`src/rtl/instruction_fetch_pkg.sv`:
```
// Shared fetch-stage definitions: datapath widths, FSM state encodings and
// the slot-select helper used by the line buffer.
package instruction_fetch_pkg;

  localparam int INSTR_W = 16;
  localparam int LINE_W  = 64;
  localparam int SLOTS   = 4;
  localparam int ADDR_W  = 16;
  localparam int TAG_W   = 13;

  // Fetch FSM encodings (FS_HALT is only reachable with ALIGN_CHECK_EN)
  localparam logic [1:0] FS_FILL  = 2'd0;
  localparam logic [1:0] FS_SERVE = 2'd1;
  localparam logic [1:0] FS_HALT  = 2'd2;

  // Pick 16-bit instruction k out of a line; slot 0 sits in bits 15:0
  function automatic logic [INSTR_W-1:0] slot_instr(input logic [LINE_W-1:0] line,
                                                    input logic [1:0]        slot);
    logic [INSTR_W-1:0] res;
    case (slot)
      2'd0:    res = line[15:0];
      2'd1:    res = line[31:16];
      2'd2:    res = line[47:32];
      2'd3:    res = line[63:48];
      default: res = line[15:0];
    endcase
    return res;
  endfunction

endpackage

```
`src/rtl/instruction_fetch_line_buffer.sv`:
```
// One-line instruction buffer: holds the last fetched 64-bit line with its
// 13-bit tag, answers hit lookups for redirect targets and muxes out the
// instruction selected by the current PC slot.
module instruction_fetch_line_buffer
  import instruction_fetch_pkg::*;
(
  input  logic               clk,
  input  logic               rst,
  input  logic               load,
  input  logic [TAG_W-1:0]   load_tag,
  input  logic [LINE_W-1:0]  load_line,
  input  logic [TAG_W-1:0]   lookup_tag,
  input  logic [1:0]         slot,
  output logic               hit,
  output logic [INSTR_W-1:0] instr,
  output logic               line_valid
);

  logic [LINE_W-1:0] line_r;
  logic [TAG_W-1:0]  tag_r;
  logic              valid_r;

  // Capture a returning memory line together with its tag
  always_ff @(posedge clk or posedge rst) begin
    if (rst) begin
      line_r  <= {LINE_W{1'b0}};
      tag_r   <= {TAG_W{1'b0}};
      valid_r <= 1'b0;
    end else if (load) begin
      line_r  <= load_line;
      tag_r   <= load_tag;
      valid_r <= 1'b1;
    end else begin
      line_r  <= line_r;
      tag_r   <= tag_r;
      valid_r <= valid_r;
    end
  end

  assign hit        = valid_r && (lookup_tag == tag_r);
  assign instr      = slot_instr(line_r, slot);
  assign line_valid = valid_r;

endmodule

```
`src/rtl/instruction_fetch.sv`:
```
// Fetch stage in front of instruction_memory. Owns the PC, the fill/serve
// FSM and the memory-latency counter; issues one 16-bit instruction per
// valid/ready handshake and services redirects (highest priority).
// Optional feature macro: ALIGN_CHECK_EN (odd redirect target -> sticky
// misalign_err and HALT until reset). Default build ignores redirect_pc[0].
module instruction_fetch
  import instruction_fetch_pkg::*;
#(
  parameter logic [15:0] RESET_PC = 16'h0000,
  parameter int          MEM_LAT  = 1
) (
  input  logic        clk,
  input  logic        rst,
  output logic [15:0] mem_addr,
  input  logic [63:0] mem_data,
  output logic [15:0] instr,
  output logic [15:0] instr_pc,
  output logic        instr_valid,
  input  logic        instr_ready,
  input  logic        redirect,
  input  logic [15:0] redirect_pc,
  output logic        misalign_err
);

  localparam int          CNT_W    = (MEM_LAT < 2) ? 1 : $clog2(MEM_LAT + 1);
  localparam logic [15:0] PC_RESET = {RESET_PC[15:1], 1'b0};

  logic [15:0]      pc_r, pc_next_s;
  logic [1:0]       state_r, state_next_s;
  logic [CNT_W-1:0] cnt_r, cnt_next_s;
  logic             capture_s;
  logic             hit_s;
  logic             line_valid_s;
  logic             redirect_act_s;
  logic [15:0]      target_pc_s;

`ifdef ALIGN_CHECK_EN
  logic misalign_r, misalign_next_s;
  assign redirect_act_s = redirect && (state_r != FS_HALT);
  assign target_pc_s    = redirect_pc;
`else
  logic unused_bit0_s;
  assign unused_bit0_s  = redirect_pc[0];
  assign redirect_act_s = redirect;
  assign target_pc_s    = {redirect_pc[15:1], 1'b0};
`endif

  instruction_fetch_line_buffer u_line_buffer (
    .clk        (clk),
    .rst        (rst),
    .load       (capture_s),
    .load_tag   (pc_r[15:3]),
    .load_line  (mem_data),
    .lookup_tag (redirect_pc[15:3]),
    .slot       (pc_r[2:1]),
    .hit        (hit_s),
    .instr      (instr),
    .line_valid (line_valid_s)
  );

  // Next-state logic: redirect first, then fill counting or slot issue
  always_comb begin
    pc_next_s    = pc_r;
    state_next_s = state_r;
    cnt_next_s   = cnt_r;
    capture_s    = 1'b0;
`ifdef ALIGN_CHECK_EN
    misalign_next_s = misalign_r;
`endif
    if (redirect_act_s) begin
`ifdef ALIGN_CHECK_EN
      if (target_pc_s[0]) begin
        misalign_next_s = 1'b1;
        state_next_s    = FS_HALT;
        cnt_next_s      = {CNT_W{1'b0}};
      end else begin
        pc_next_s    = target_pc_s;
        state_next_s = (line_valid_s && hit_s) ? FS_SERVE : FS_FILL;
        cnt_next_s   = {CNT_W{1'b0}};
      end
`else
      pc_next_s    = target_pc_s;
      state_next_s = (line_valid_s && hit_s) ? FS_SERVE : FS_FILL;
      cnt_next_s   = {CNT_W{1'b0}};
`endif
    end else begin
      case (state_r)
        FS_FILL: begin
          if (cnt_r == CNT_W'(MEM_LAT)) begin
            capture_s    = 1'b1;
            cnt_next_s   = {CNT_W{1'b0}};
            state_next_s = FS_SERVE;
          end else begin
            cnt_next_s = cnt_r + CNT_W'(1);
          end
        end
        FS_SERVE: begin
          if (instr_ready) begin
            pc_next_s    = pc_r + 16'd2;
            state_next_s = (pc_r[2:1] == 2'd3) ? FS_FILL : FS_SERVE;
          end else begin
            state_next_s = FS_SERVE;
          end
        end
`ifdef ALIGN_CHECK_EN
        FS_HALT: begin
          state_next_s = FS_HALT;
        end
`endif
        default: begin
          state_next_s = FS_FILL;
          cnt_next_s   = {CNT_W{1'b0}};
        end
      endcase
    end
  end

  // PC, FSM state and latency counter registers
  always_ff @(posedge clk or posedge rst) begin
    if (rst) begin
      pc_r    <= PC_RESET;
      state_r <= FS_FILL;
      cnt_r   <= {CNT_W{1'b0}};
    end else begin
      pc_r    <= pc_next_s;
      state_r <= state_next_s;
      cnt_r   <= cnt_next_s;
    end
  end

`ifdef ALIGN_CHECK_EN
  // Sticky odd-target error flag, cleared only by reset
  always_ff @(posedge clk or posedge rst) begin
    if (rst) begin
      misalign_r <= 1'b0;
    end else begin
      misalign_r <= misalign_next_s;
    end
  end
  assign misalign_err = misalign_r;
`else
  assign misalign_err = 1'b0;
`endif

  assign mem_addr    = {pc_r[15:3], 3'b000};
  assign instr_pc    = pc_r;
  assign instr_valid = (state_r == FS_SERVE);

endmodule

```
`config.mk`:
```
export PLATFORM = sky130hd
export DESIGN_NAME = instruction_fetch
export DESIGN_NICKNAME = d
export VERILOG_FILES = /design/src/rtl/instruction_fetch_pkg.sv /design/src/rtl/instruction_fetch_line_buffer.sv /design/src/rtl/instruction_fetch.sv
export SDC_FILE = /design/constraint.sdc
export NUM_CORES = 1
export LEC_CHECK = 0
export BUFFER_PORTS_ARGS = -buffer_cell sky130_fd_sc_hd__buf_2
export CORE_MARGIN = 4
export CORE_UTILIZATION = 45
export DETAILED_ROUTE_END_ITERATION = 16
export PLACE_DENSITY = 0.83
export SLEW_MARGIN = 20
export SYNTH_ARGS = -nofsm -noshare
export SYNTH_HDL_FRONTEND = slang
export SYNTH_SLANG_ARGS = --single-unit
export TNS_END_PERCENT = 30
```
`constraint.sdc`:
```
create_clock -name clk -period 10.35 [get_ports clk]
set_input_delay 2.5875 -clock clk [delete_from_list [all_inputs] [get_ports clk]]
set_output_delay 2.5875 -clock clk [all_outputs]
set_load 0.01 [all_outputs]
```
==> reports/qor.txt, run 1 <==
Outcome = completed
CP Class = reg2out
Unrepaired setup endpoints after global routing = false
WP data required = 7760 ps
Area Overhead vs Synth = 17.7%
Die width = 108 um
Final ANT Viol Nets = 0
GPL Wtd Cong = 0.818
Final Instance Area = 0.00528 sq mm
Fin worst setup slack = 5430 ps
Area leader, netlist = dfrtp_1
Startpoint types = flop
Row count = 36
CTS resizes = 0
Global route overflow = 0
FMAX = 203 MHz
Ranking of synthesized cells by area = dfrtp_1, mux2_2, mux2i_1, a222oi_1, xor2_1
Dpl hpwl = 7.23 mm
Slew Limit Headroom = 0.239
Layout cells sized above 1 = 0.422
Max VDD drop = 108 uV
Sequential cell area = 0.00238 sq mm
Setup TNS = 0 ps
Dpl cells = 610
CTS sink count = 95
Fill cells = 886
Clock Tree Buf Depth = 2
Vias = 3281
Nets = 576
Crit path capture = instr[12]
Synth Instances = 383
Post-synth EDFFs = 0
Clock transition at path regs = 80 ps
Pre-CTS setup slack = 5840 ps
TritonCTS clock tree = yes
Cell count of the worst reg-to-reg path = 5
Non-Filler Instances = 626
Period utilization = 0.475
Distinct cells, synth = 29
DR WL/cell = 16.3 um
Crit path largest cell delay = 930 ps
Worst r2r src = instr_pc[2]$_DFFE_PP0N_
Crit. End Element = output pin
Total of max-cap violations = 0
Crit-path max FO = 16
Clk root buf = clkbuf_8
Worst path bufs/invs = 2
FF-to-FF setup slack = 8020 ps
Reg-to-reg endpoint = instr_pc[13]$_DFFE_PP0N_
Register bit total from synthesis = 95
Setup Buffers After CTS = 0
Final Hold Viols = 0
Worst hold path class = reg2reg
Final Setup Violations = 0
PortBufs = 127
Worst-path cell chain = inv_1 -> ha_1 -> mux2i_1 -> buf_2
DR vias/cell = 5.24
Drt drc = 0
Worst EP arrival = 2330 ps
Top post-synthesis cells by count = dfrtp_1, mux2_2, nand2_1
Post-Syn Area = 0.00449 sq mm
Final WL = 10.2 mm
Top-area cell type share of the netlist area = 0.530
Power per cell area = 230 mW/mm^2
Initial antenna violation count = 0
Die height = 108 um
Core area = 0.00973 sq mm
YS warnings = 0
Largest net degree at the start of global routing = 66
Cell with the largest stage delay on the worst path = ha_1
Number of global-route vias before repair = 3323
Synth Area per Inst = 11.7 sq um
Initial core utilization = 0.461
Die ar. = 0.0116 sq mm
Placed inst area = 0.00511 sq mm
# hold bufs at CTS = 0
Minimum clock period after layout = 4920 ps
Leakage power = 2.48 nW
CP top delay family = adder cells
H-tree level count = 3
Clk_lat worst skew = 350 ps
Worst Tran Pin Value = 1140 ps
WP depth = 4
Sequential fraction of the synthesis area = 0.530
Setup crit start = instr_pc[1]$_DFFE_PP0N_
First-pass GRT wire length = 16.3 mm
Synth async-reset ratio = 1.00
Clock skew = 10.3 ps
TritonCTS buffer count = 9
Ant. Diodes = 0
Main synth FF type = dfrtp_1
Final Max Tran Viols = 0
Total track usage = 0.178
Most common cell in the netlist = dfrtp_1
Ports = 134
Initial DRC Count = 253
Multi-input logic area = 0.00182 sq mm
Drt pass-1 iters = 7
registers in the layout, summed over array words and instances (netlist names):
register and count:
u_line_buffer.line_r 64, state_r 1, instr_pc 15, u_line_buffer.tag_r 13, cnt_r 1, u_line_buffer.line_valid 1
per-stage QoR:
stage	total power, W	utilization	hold slack (ps)
after floorplan	0.000878	-	440
after global placement	0.000974	0.525	459
after detailed placement	0.00100	0.525	468
after CTS	0.00123	0.543	490
after global routing	0.00130	0.543	517
final	0.00122	0.543	489
worst min-delay path by stage:
stage,to,startpoint,depth (start not counted)
after floorplan,u_line_buffer.line_valid$_DFFE_PP0P_,u_line_buffer.line_valid$_DFFE_PP0P_,1
after detailed placement,u_line_buffer.line_valid$_DFFE_PP0P_,u_line_buffer.line_valid$_DFFE_PP0P_,1
after CTS,u_line_buffer.line_valid$_DFFE_PP0P_,u_line_buffer.line_valid$_DFFE_PP0P_,1
after global placement,u_line_buffer.line_valid$_DFFE_PP0P_,u_line_buffer.line_valid$_DFFE_PP0P_,1
after global routing,u_line_buffer.line_valid$_DFFE_PP0P_,u_line_buffer.line_valid$_DFFE_PP0P_,1
final,u_line_buffer.line_valid$_DFFE_PP0P_,u_line_buffer.line_valid$_DFFE_PP0P_,1
placed cells by master (no fill, tap or decap), types with 2 or more instances in the layout:
cell / instances
buf_2: 127
dfrtp_1: 95
mux2_2: 61
nand2_1: 37
o21ai_0: 29
inv_1: 20
mux2i_1: 17
xor2_1: 17
a222oi_1: 16
clkbuf_8: 10
xnor2_1: 9
nand3_1: 7
nor4_1: 5
nand4_1: 5
conb_1: 5
nor2_1: 4
ha_1: 4
and3_1: 3
buf_4: 3
clkinv_2: 2
o211ai_1: 2
or4_1: 2
nor3_1: 2
clkbuf_1: 2
worst register-to-register path: cells and delay by family (launching register included):
family                   cells  cell delay, ps
AND/OR/NAND/NOR              4            1090
flip-flops                   1             440
adder cells (fa/ha/maj)      1             750
cell families (layout without fill, tap and decap cells):
family | after synthesis | after routing | synth area share
compound gates | 48 | 48 | 0.0733
xor+xnor | 26 | 26 | 0.0507
fa+ha+maj | 4 | 4 | 0.0112
buf+inv | 61 | 167 | 0.0686
flops | 95 | 95 | 0.530
mux | 78 | 78 | 0.191
other cells | 1 | 5 | 0.000836
simple gates | 70 | 70 | 0.0747
power breakdown:
part / switching (W) / internal, W
Combinational: 0.000173 / 0.000203
Sequential: 0.0000899 / 0.000528
Clock: 0.000127 / 0.0000952
Total: 0.000390 / 0.000826
metal layers:
metal	routed length (um)	GRT usage
met2	5260	0.298
met5	0	0
met1	4280	0.226
met4	238	0.0857
met3	450	0.0270
final cells by class:
type,instances,share of cell area
Inverter,21,0.0152
Tap cell,133,0.0315
Clock buffer,12,0.0275
Sequential cell,95,0.450
Timing Repair Buffer,130,0.125
Clock inverter,4,0.00569
Multi-Input combinational cell,231,0.345
Power figures use the tool's default switching activity.
==> run 2, diff against run 1 <==
- PLACE_DENSITY: 0.83 -> 0.86
- clock period: 10.35 -> 4.06 ns (I/O delays scaled with it)
==> run 2 against run 1 <==
Compared with the run above:
- register-to-register slack got worse by 6300 ps
- sequential share of layout area down 0.73 points
- first-iteration DRC count up 12%
- critical path depth did not move
- power rose to 2.7 times the previous value
- hold slack got worse by 12 ps
- routed wire length rose by 2.8%
- clock skew shrank 3.2 ps
- critical endpoint is now instr[9]
- highest routed layer unchanged
==> reports/qor.txt, run 2 (synthesized netlist as in run 1, its figures left out) <==
TritonCTS buffer count = 9 (unchanged)
Clock skew = 7.09 ps (-3.23 ps)
Outcome = completed
Startpoint types = flop
PortBufs = 127 (unchanged)
Number of global-route vias before repair = 3449 (+3.8%)
Die ar. = 0.0116 sq mm (unchanged)
Initial antenna violation count = 0 (unchanged)
Drt pass-1 iters = 5 (-2)
Min-delay src = u_line_buffer.line_valid$_DFFE_PP0P_
Clock Tree Buf Depth = 2 (unchanged)
Final Instance Area = 0.00537 sq mm (+1.7%)
Sequential cell area = 0.00238 sq mm (unchanged)
TritonCTS clock tree = yes
# hold bufs at CTS = 0 (unchanged)
Period utilization = 0.797
Global route overflow = 0 (unchanged)
Minimum clock period after layout = 3240 ps
Clk root buf = clkbuf_8
Most frequent cells in the layout = buf_2, dfrtp_1, mux2_2
CTS resizes = 0 (unchanged)
Final Power = 0.00329 W (+170%)
DR vias/cell = 5.27 (+0.62%)
Ant. Diodes = 0 (unchanged)
Slew Limit Headroom = 0.415 (+0.177)
Die height = 108 um (unchanged)
Clk_lat worst skew = 350 ps (about the same)
First-pass GRT wire length = 16.6 mm (+1.8%)
Crit-path max FO = 18 (+2)
Multi-input logic area = 0.00182 sq mm (unchanged)
Ports = 134 (unchanged)
Final Setup Violations = 0 (unchanged)
Final ANT Viol Nets = 0 (unchanged)
Unrepaired setup endpoints after global routing = false
CP Class = reg2out
DR WL/cell = 16.7 um (+2.5%)
Area Overhead vs Synth = 19.6%
Worst r2r src = instr_pc[2]$_DFFE_PP0N_
Fill cells = 842 (-5.0%)
Leakage power = 2.52 nW (+1.7%)
Final WL = 10.5 mm (+2.8%)
WP data required = 3040 ps (-4720 ps)
Final Hold Viols = 0 (unchanged)
Vias = 3312 (+0.94%)
Crit. End Element = output pin
Dpl hpwl = 7.46 mm (+3.2%)
Setup crit start = instr_pc[2]$_DFFE_PP0N_
Worst hold slack = 476 ps (-12.3 ps)
Nets = 578 (+0.35%)
CTS sink count = 95 (unchanged)
Max VDD drop = 320 uV (+200%)
Setup TNS = 0 ps (unchanged)
Total track usage = 0.183 (+0.00425)
Core area = 0.00973 sq mm (unchanged)
Initial DRC Count = 284 (+12%)
Most flops, register = u_line_buffer.line_r
Row count = 36 (unchanged)
Initial core utilization = 0.461 (unchanged)
Worst hold path class = reg2reg
Drt drc = 0 (unchanged)
Die width = 108 um (unchanged)
Final Max Tran Viols = 0 (unchanged)
Power per cell area = 613 mW/mm^2 (+170%)
Commonest non-fill, non-tap cell in the layout = buf_2
Total of max-cap violations = 0 (unchanged)
H-tree level count = 3 (unchanged)
Largest net degree at the start of global routing = 83 (+26%)
FMAX = 309 MHz
Setup Buffers After CTS = 0 (unchanged)
Placed inst area = 0.00512 sq mm (+0.32%)
Layout cells sized above 1 = 0.428 (+0.00638)
Max FFs per register = 64 (unchanged)
Util after Layout = 0.552 (+0.00900)
GPL Wtd Cong = 0.845 (+3.3%)
Worst Tran Pin Value = 877 ps (-265 ps)
Worst EP arrival = 2220 ps (-110 ps)
Clock transition at path regs = 90 ps (about the same)
==> run 2: cell types whose count changed in the layout (fill, tap and decap cells not counted), sizes merged <==
cell    previous run  this run
clkbuf            12         9
bufinv             0         3
buf              130       132
clkinv             3         2
inv               21        22
==> run 2: routing by layer <==
metal / vias to the layer above / track usage / part of all wire
li1: 1534 / - / -
met1: 1652 / 0.222 / 0.40
met4: 0 / 0.0866 / 0.021
met3: 18 / 0.0306 / 0.051
met2: 108 / 0.314 / 0.53
met5: - / 0 / 0
==> run 2: worst max-delay path, stage by stage (launching register included) <==
cell      delay (ps)
dfrtp_1          450
ha_1             770
a222oi_1         280
mux2i_1          200
buf_2            170
==> run 2: cell type report <==
type / instances / area share
tap: 133 / 0.0310
multi-input combinational: 231 / 0.340
clock buffer: 9 / 0.0231
clock inverter: 7 / 0.0224
sequential: 95 / 0.443
timing repair buffer: 132 / 0.125
inverter: 21 / 0.0156
==> run 2: where the power goes <==
group | switching (W) | internal (W) | total (W) | leakage (nW)
Sequential | 0.000231 | 0.00135 | 0.00158 | 1.14
Clock | 0.000331 | 0.000411 | 0.000742 | 0.120
Combinational | 0.000451 | 0.000519 | 0.000970 | 1.26
==> run 2: metrics by stage <==
step                      cells  setup slack (ps)
after floorplan             387               568
after global placement      612              1240
after detailed placement    612              1200
after CTS                   628               790
after global routing        628               632
final                       628               823
==> run 2: path summary, 6_finish.rpt <==
check / endpoint / slack (ps) / cells past startpoint
setup / recovery: instr[9] / 820 / 4
hold / removal: u_line_buffer.line_valid$_DFFE_PP0P_ / 480 / 1
setup reg to reg: instr_pc[13]$_DFFE_PP0N_ / 1690 / 5
hold reg to reg: u_line_buffer.line_valid$_DFFE_PP0P_ / 480 / 1
max in group asynchronous: u_line_buffer.line_r[48]$_DFFE_PP0P_ / 2670 / 3
min in group asynchronous: u_line_buffer.tag_r[4]$_DFFE_PP0P_ / 790 / 2
